$ cat config.mk
export PLATFORM = sky130hd
export DESIGN_NAME = uart_instruction_rx_flat
export DESIGN_NICKNAME = d
export VERILOG_FILES = /design/src/rtl/uart_instruction_rx_if.sv /design/src/rtl/uart_instruction_rx.sv /design/src/flat_wrapper.sv
export SDC_FILE = /design/constraint.sdc
export NUM_CORES = 1
export LEC_CHECK = 0
export CELL_PAD_IN_SITES_DETAIL_PLACEMENT = 0
export CELL_PAD_IN_SITES_GLOBAL_PLACEMENT = 1
export CORE_AREA = 2 2 84 86
export DETAILED_ROUTE_END_ITERATION = 8
export DIE_AREA = 0 0 86 88
export DONT_BUFFER_PORTS = 1
export PLACE_DENSITY = 0.85
export REMOVE_ABC_BUFFERS = 1
export SLEW_MARGIN = 5
export SYNTH_ARGS = -nofsm -noshare
export SYNTH_HDL_FRONTEND = slang
export SYNTH_SLANG_ARGS = --single-unit
$ cat constraint.sdc
create_clock -name clk12 -period 6.6 [get_ports clk12]
set_clock_uncertainty 0.2 [all_clocks]
set_input_delay 0.99 -clock clk12 [delete_from_list [all_inputs] [get_ports clk12]]
set_output_delay 0.99 -clock clk12 [all_outputs]
set_load 0.02 [all_outputs]
$ cat src/rtl/uart_instruction_rx_if.sv
// Serial-side bundle for uart_instruction_rx: the rx line in, the assembled word and strobes out.
// The receiver takes the slave modport; the host/control side takes the master modport.
interface uart_instruction_rx_if;
   logic        rx;
   logic [31:0] instruction;
   logic        instruction_rcv;
   logic        frame_err;

   modport master (
      output rx,
      input  instruction,
      input  instruction_rcv,
      input  frame_err
   );

   modport slave (
      input  rx,
      output instruction,
      output instruction_rcv,
      output frame_err
   );
endinterface

$ cat src/rtl/uart_instruction_rx.sv
// 8N1 UART receiver that packs four little-endian bytes into a 32-bit instruction word.
// Optional inter-byte gap timeout: define UART_RX_TIMEOUT_EN.
module uart_instruction_rx #(
   parameter int CLK_HZ       = 12_000_000,
   parameter int BAUD         = 115_200,
   parameter int TIMEOUT_BITS = 1024
) (
   input logic                 clk12,
   input logic                 rst,
   uart_instruction_rx_if.slave bus
);

   localparam int DIVISOR  = CLK_HZ / BAUD;
   localparam int HALF_DIV = DIVISOR / 2;
   localparam int TIMER_W  = $clog2(DIVISOR);

   typedef enum logic [2:0] {
      IDLE,
      START,
      DATA,
      STOP,
      WAIT_HIGH
   } state_t;

   state_t               state_q, state_d;
   logic                 sync1_q, sync2_q, rx_prev_q;
   logic [TIMER_W-1:0]   timer_q, timer_d;
   logic [2:0]           bit_cnt_q, bit_cnt_d;
   logic [7:0]           shift_q, shift_d;
   logic [1:0]           byte_cnt_q, byte_cnt_d;
   logic [23:0]          stage_q, stage_d;
   logic [31:0]          instruction_q, instruction_d;
   logic                 rcv_q, rcv_d;
   logic                 ferr_q, ferr_d;
   logic                 rx_s;
   logic                 fall;

`ifdef UART_RX_TIMEOUT_EN
   localparam int GAP_LIMIT = TIMEOUT_BITS * DIVISOR;
   localparam int GAP_W     = $clog2(GAP_LIMIT + 1);
   logic [GAP_W-1:0] gap_q, gap_d;
`endif

   assign rx_s = sync2_q;
   assign fall = rx_prev_q & ~sync2_q;

   // Synchronizer and edge-detect flops preset high so a released reset never looks like a start edge.
   always_ff @(posedge clk12 or posedge rst) begin
      if (rst) begin
         sync1_q   <= 1'b1;
         sync2_q   <= 1'b1;
         rx_prev_q <= 1'b1;
      end else begin
         // NOTE: non-blocking assignments so every flop samples the pre-edge value of its source.
         sync1_q   <= bus.rx;
         sync2_q   <= sync1_q;
         rx_prev_q <= sync2_q;
      end
   end

   always_ff @(posedge clk12 or posedge rst) begin
      if (rst) begin
         state_q       <= IDLE;
         timer_q       <= '0;
         bit_cnt_q     <= '0;
         shift_q       <= '0;
         byte_cnt_q    <= '0;
         stage_q       <= '0;
         instruction_q <= '0;
         rcv_q         <= 1'b0;
         ferr_q        <= 1'b0;
      end else begin
         state_q       <= state_d;
         timer_q       <= timer_d;
         bit_cnt_q     <= bit_cnt_d;
         shift_q       <= shift_d;
         byte_cnt_q    <= byte_cnt_d;
         stage_q       <= stage_d;
         instruction_q <= instruction_d;
         rcv_q         <= rcv_d;
         ferr_q        <= ferr_d;
      end
   end

`ifdef UART_RX_TIMEOUT_EN
   always_ff @(posedge clk12 or posedge rst) begin
      if (rst) gap_q <= '0;
      else     gap_q <= gap_d;
   end
`endif

   always_comb begin
      // NOTE: every output of this block gets a default first, so no path can infer a latch.
      state_d       = state_q;
      timer_d       = timer_q;
      bit_cnt_d     = bit_cnt_q;
      shift_d       = shift_q;
      byte_cnt_d    = byte_cnt_q;
      stage_d       = stage_q;
      instruction_d = instruction_q;
      rcv_d         = 1'b0;
      ferr_d        = 1'b0;
`ifdef UART_RX_TIMEOUT_EN
      gap_d         = '0;
`endif

      case (state_q)
         IDLE: begin
            if (fall) begin
               state_d = START;
               timer_d = '0;
            end
`ifdef UART_RX_TIMEOUT_EN
            else if (byte_cnt_q != 2'd0) begin
               // A stalled partial word is dropped silently once the gap limit is reached.
               if (gap_q == GAP_W'(GAP_LIMIT - 1)) byte_cnt_d = 2'd0;
               else                                gap_d      = gap_q + 1'b1;
            end
`endif
         end

         START: begin
            if (timer_q == TIMER_W'(HALF_DIV - 1)) begin
               timer_d = '0;
               if (!rx_s) begin
                  state_d   = DATA;
                  bit_cnt_d = '0;
               end else begin
                  state_d = IDLE;
               end
            end else begin
               timer_d = timer_q + 1'b1;
            end
         end

         DATA: begin
            if (timer_q == TIMER_W'(DIVISOR - 1)) begin
               timer_d = '0;
               shift_d = {rx_s, shift_q[7:1]};
               if (bit_cnt_q == 3'd7) state_d   = STOP;
               else                   bit_cnt_d = bit_cnt_q + 1'b1;
            end else begin
               timer_d = timer_q + 1'b1;
            end
         end

         STOP: begin
            if (timer_q == TIMER_W'(DIVISOR - 1)) begin
               timer_d = '0;
               if (rx_s) begin
                  state_d = IDLE;
                  case (byte_cnt_q)
                     2'd0: stage_d[7:0]   = shift_q;
                     2'd1: stage_d[15:8]  = shift_q;
                     2'd2: stage_d[23:16] = shift_q;
                     default: begin
                        instruction_d = {shift_q, stage_q};
                        rcv_d         = 1'b1;
                     end
                  endcase
                  byte_cnt_d = byte_cnt_q + 1'b1;
               end else begin
                  state_d    = WAIT_HIGH;
                  byte_cnt_d = 2'd0;
                  ferr_d     = 1'b1;
               end
            end else begin
               timer_d = timer_q + 1'b1;
            end
         end

         WAIT_HIGH: begin
            if (rx_s) state_d = IDLE;
         end

         default: state_d = IDLE;
      endcase
   end

   assign bus.instruction     = instruction_q;
   assign bus.instruction_rcv = rcv_q;
   assign bus.frame_err       = ferr_q;

endmodule

$ cat src/flat_wrapper.sv
// flat-port wrapper written by rule: the top's interface ports become plain ports
module uart_instruction_rx_flat 
#(
   parameter int CLK_HZ       = 12_000_000,
   parameter int BAUD         = 115_200,
   parameter int TIMEOUT_BITS = 1024
)
  (clk12, rst, bus_rx, bus_instruction, bus_instruction_rcv, bus_frame_err);
  uart_instruction_rx_if bus_i ();
  input logic clk12;
  input logic rst;
  input wire logic [$bits(bus_i.rx)-1:0] bus_rx;
  output wire logic [$bits(bus_i.instruction)-1:0] bus_instruction;
  output wire logic [$bits(bus_i.instruction_rcv)-1:0] bus_instruction_rcv;
  output wire logic [$bits(bus_i.frame_err)-1:0] bus_frame_err;
  assign bus_i.rx = bus_rx;
  assign bus_instruction = bus_i.instruction;
  assign bus_instruction_rcv = bus_i.instruction_rcv;
  assign bus_frame_err = bus_i.frame_err;
  uart_instruction_rx #(.CLK_HZ(CLK_HZ), .BAUD(BAUD), .TIMEOUT_BITS(TIMEOUT_BITS)) u_core (.clk12(clk12), .rst(rst), .bus(bus_i));
endmodule
# Word-level counts from Yosys, hierarchy flattened
# Cells that the tools add are included.
[totals] input_bits=3 regBits=84 output_inout_bits=34
[op_classes] muxes=26 n_reduce_logical=15 bitwise_logic=3 eq_ne=17 addsub=3
[ops] cell="$mux 3" count=11
[ops] cell="$mux 7" count=3
[ops] cell="$pmux 7 s3" count=1
[ops] cell="$reduce_and 4->1" count=4
[ops] cell="$pmux 3 s5" count=1
[ops] cell="$ne 2x1->1 const B" count=6
[ops] cell="$add 7x1->7 const B" count=1
[ops] cell="$eq 7x6->1 const B" count=1
[ops] cell="$eq 7x7->1 const B" count=1
[ops] cell="$mux 1" count=7
[ops] cell="$eq 3x2->1 const B" count=2
[ops] cell="$eq 3x3->1 const B" count=2
[ops] cell="$pmux 3 s2" count=1
[ops] cell="$reduce_and 2->1" count=3
[ops] cell="$reduce_and 6->1" count=1
[ops] cell="$reduce_and 5->1" count=1
[ops] cell="$mux 2" count=2
[ops] cell="$ne 2x2->1 const B" count=2
[ops] cell="$add 3x1->3 const B" count=1
[ops] cell="$eq 3x1->1 const B" count=1
[ops] cell="$logic_not 3->1" count=1
[ops] cell="$reduce_bool 3->1" count=1
[ops] cell="$reduce_or 3->1" count=1
[ops] cell="$add 2x1->2 const B" count=1
[ops] cell="other kinds (7)" count=8

# Logic depth before layout (Yosys ltp)
[depth] depth_word=6 depth_mapped=8 ltp_nobuf=6

# Worst setup path after synthesis
# OpenSTA, ideal clock, no wires.
[synth_path] path_kind="reg2reg" start="register u_core.timer_q[0]" end="register u_core.instruction_q[10], in the netlist u_core.bus.instruction[10]" n_path_buf=3 setup_ns=0.125 path_stages_with_launch=9 synth_period_minus_slack_ns=2.081 setup_slack_ns=4.519 required_ns=6.275 arrival_time_ns=1.756 path_cell_list="dfrtp_1 -> ha_1 -> and3b_1 -> buf_4 -> and4_1 -> buf_4 -> nand2_4 -> buf_6 -> mux2_4"
[synth_via] elab_chain_cells=2
[synth_lines] item="start, declared" line="uart_instruction_rx.sv:27" text="logic [TIMER_W-1:0] timer_q, timer_d;"
[synth_lines] item="start signal, assigned" line="uart_instruction_rx.sv:74" text="timer_q <= timer_d;"
[synth_lines] item="$eq 7x7->1" line="uart_instruction_rx.sv:148" text="if (timer_q == TIMER_W'(DIVISOR - 1)) begin"
[synth_lines] item="$reduce_and 4->1 (no source line)"
[synth_lines] item="end signal, assigned" line="uart_instruction_rx.sv:79" text="instruction_q <= instruction_d;"
[synth_lines] item="end, declared" line="uart_instruction_rx.sv:32" text="logic [31:0] instruction_q, instruction_d;"
# Every way passes these cells.
# A chain may end at the register's enable or synchronous reset.

# Final worst setup path
[layout_path] start="register u_core.timer_q[0]" end="register u_core.instruction_q[16], in the netlist u_core.bus.instruction[16]"
# The elaborated chain is that of the path after synthesis.

==> flow_summary.toml <==
[die]
fp.dieW_um = 86
die_y_um = 88
design.core.area_sq_mm = 0.00664
fp-row-count = 30
die-area_sq_mm = 0.00757
start_util = 0.551
num_io_pins = 37

[timing]
fin_crit_sh = 0.371
worst_pin_slew_ns = 0.999
holdWs_ns = 0.160
hold_viol_final = 0
finalSetupViolations = 0
slew_viol_final = 0
max_slew_margin = 0.334
period_needed_ns = 2.45
setup_tns_ns = 0
rsz0062_at_grt = "false"
fmax_ghz = 0.408
setup_slack_ns = 4.15

[detailed_routing]
first_pass_iters = 4
num_vias = 1958
vias_per_cell = 5.69
drtIter0Drc = 69
wl_um = 5750
drc_errors = 0
ant_nets = 0
wl_per_cell_um = 16.7

[power_and_ir_drop]
power_mw = 1.02
p_int_mw = 0.755
switching_share = 0.262
p_comb_frac = 0.081
pwr-share-seq = 0.564
power_density_mw_per_mm2 = 263
power.switching_mw = 0.267
p_clk_frac = 0.356
max-vdd-ir-drop_uv = 171
p_leak_nw = 2.01

[placed_design]
place_ws_ns = 4.16
dpl_cell_area_sq_mm = 0.00369
dp_hpwl_um = 3790
gp_congestion = 0.805
dpl.cell_count = 328
io_buffers = 0

[synth]
ys_types = 43
avgSynthCellArea_sq_um = 14.2
synth_cells = 258
yosysWarnings = 0
syn_area_sq_mm = 0.00366
ys_ff_latch = 84
ys_seq_area_frac = 0.576
synth_edf_count = 0
async_reset_ff_frac = 1.00
synthFlopType = "dfrtp_1"

[finish]
fin_area_sq_mm = 0.00389
antenna_cells = 0
utilization = 0.585
layout.nets = 270
fin_cells = 344
layout-drive-gt1-share = 0.360
area_growth_pct = 6.29

[global_route]
overflow = 0
gr-usage-all-layers = 0.171
grt_pass1_vias = 1922
antenna_found_initial = 0
grt_max_degree = 85
grt_pass1_wl_um = 9880

[outcome]
outcome = "finished, final reports clean"

[worst_setup_path]
cp_cell_sequence = "ha_1 > and3b_1 > and4_1 > nand2_4 > mux2_4"
worstPathRequired_ns = 6.63
critPathLaunchType = "register"
timing.rr.start = "u_core.timer_q[0]"
crit_arrival_ns = 2.48
crit_slowest_cell = "mux2_4"
crit_path_max_incr_delay_ns = 0.42
crit_type = "register to register"
crit_buf_inv = 0
r2r-end = "u_core.bus.instruction[16]"
reg2regPathDepth = 5
cp_top_family = "simple AND/OR/NAND/NOR gates"
worst-path-stages = 5
cp_max_fo = 33
cp-end-kind = "register"
r2r_setup_slack_ns = 4.15

[cts]
clkSinkCount = 84
cts_hold_buf = 0
clk_pin_slew_ns = 0.08
post_cts_resized = 0
cts_setup_buffers = 0
cts_made_buffers = 9
cts_tree = "yes"
insertion_delay_ns = 0.35
cts-root-buf = "clkbuf_8"
htreeDepth = 3
cts_buffer_depth = 2

[min_path]
holdCritStartpoint = "u_core.sync1_q"
hold_end = "u_core.rx_s"
whs_path_depth = 0
hold_class = "register to register"

[run]
maxCapViolCount = 0
-- power by group through the flow --
stage / Combinational [mW] / Sequential [mW] / Clock (mW)
after floorplan: 0.0695 / 0.575 / 0
after global placement: 0.0817 / 0.584 / 0
after detailed placement: 0.0842 / 0.585 / 0
after CTS: 0.0845 / 0.575 / 0.377
after global routing: 0.0978 / 0.582 / 0.401
final: 0.0825 / 0.576 / 0.364
-- cell usage after synthesis (4+ instances only) --
| master | count | area, sq um |
|---|---|---|
| o211ai_1 | 7 | 52.6 |
| inv_1 | 7 | 26.3 |
| mux2_4 | 29 | 435 |
| nor2_1 | 4 | 15.0 |
| dfrtp_1 | 81 | 2030 |
| nand2_1 | 19 | 71.3 |
| ha_1 | 8 | 100 |
| mux2_2 | 37 | 417 |
| o21ai_0 | 5 | 25.0 |
| nand3_1 | 5 | 25.0 |
-- state kept, by name (all words and copies together), names as in the netlist --
| name | cells |
|---|---|
| u_core.bus.instruction | 32 |
| u_core.rx_s | 1 |
| u_core.bit_cnt_q | 3 |
| u_core.timer_q | 7 |
| u_core.rx_prev_q | 1 |
| u_core.shift_q | 8 |
| u_core.stage_q | 24 |
| u_core.state_q | 3 |
| u_core.byte_cnt_q | 2 |
| u_core.bus.instruction_rcv | 1 |
| u_core.sync1_q | 1 |
| u_core.bus.frame_err | 1 |
-- cells by family (layout without fill, tap and decap cells) --
logic type,Yosys count,count (layout),share of synthesized area
flops,84,84,0.576
mux,68,68,0.238
simple gates,53,53,0.0773
compound gates,27,27,0.0530
buf+inv,18,24,0.0284
fa+ha+maj,8,8,0.0274
-- layout by cell type (no fill, tap or decap), types with 3 or more instances in the layout --
master and n:
dfstp_2 3, inv_1 6, mux2_2 37, nor3_1 3, nand3_1 5, mux2_4 29
ha_1 8, dfrtp_1 81, o211ai_1 7, nor2_1 4, nand2_2 3, clkbuf_8 9
nor3b_1 3, o21ai_0 5, and2_1 3, nand2_1 19
-- worst max path at each step --
stage / startpoint / end / slack [ns]
final: u_core.timer_q[0] / u_core.bus.instruction[16] / 4.15
after floorplan: rst / u_core.bit_cnt_q[0] / 3.25
after global routing: u_core.timer_q[0] / u_core.bus.instruction[16] / 4.01
after detailed placement: u_core.timer_q[0] / u_core.bus.instruction[7] / 4.16
after CTS: u_core.timer_q[0] / u_core.bus.instruction[7] / 4.15
after global placement: u_core.timer_q[0] / u_core.bus.instruction[24] / 4.26
-- layer usage --
| layer | GRT usage | share of wire |
|---|---|---|
| met5 | 0 | 0 |
| met4 | 0.0649 | 0.014 |
| met3 | 0.0575 | 0.032 |
| met1 | 0.213 | 0.46 |
| met2 | 0.280 | 0.49 |
-- layout make-up --
type                       instances  area [sq um]
inverter                           7          27.5
tap                               80           100
clock inverter                     6          71.3
fill                             530          2760
timing repair buffer               1          7.51
clock buffer                      10           128
sequential                        84          2110
multi-input combinational        156          1450
-- worst register-to-register path, delay by kind of cell, from the launching register on --
family	cells	cell delay, ns
AND/OR/NAND/NOR	3	1.08
flip-flops	1	0.41
adder cells (fa/ha/maj)	1	0.19
multiplexers	1	0.45
Power figures use the tool's default switching activity.
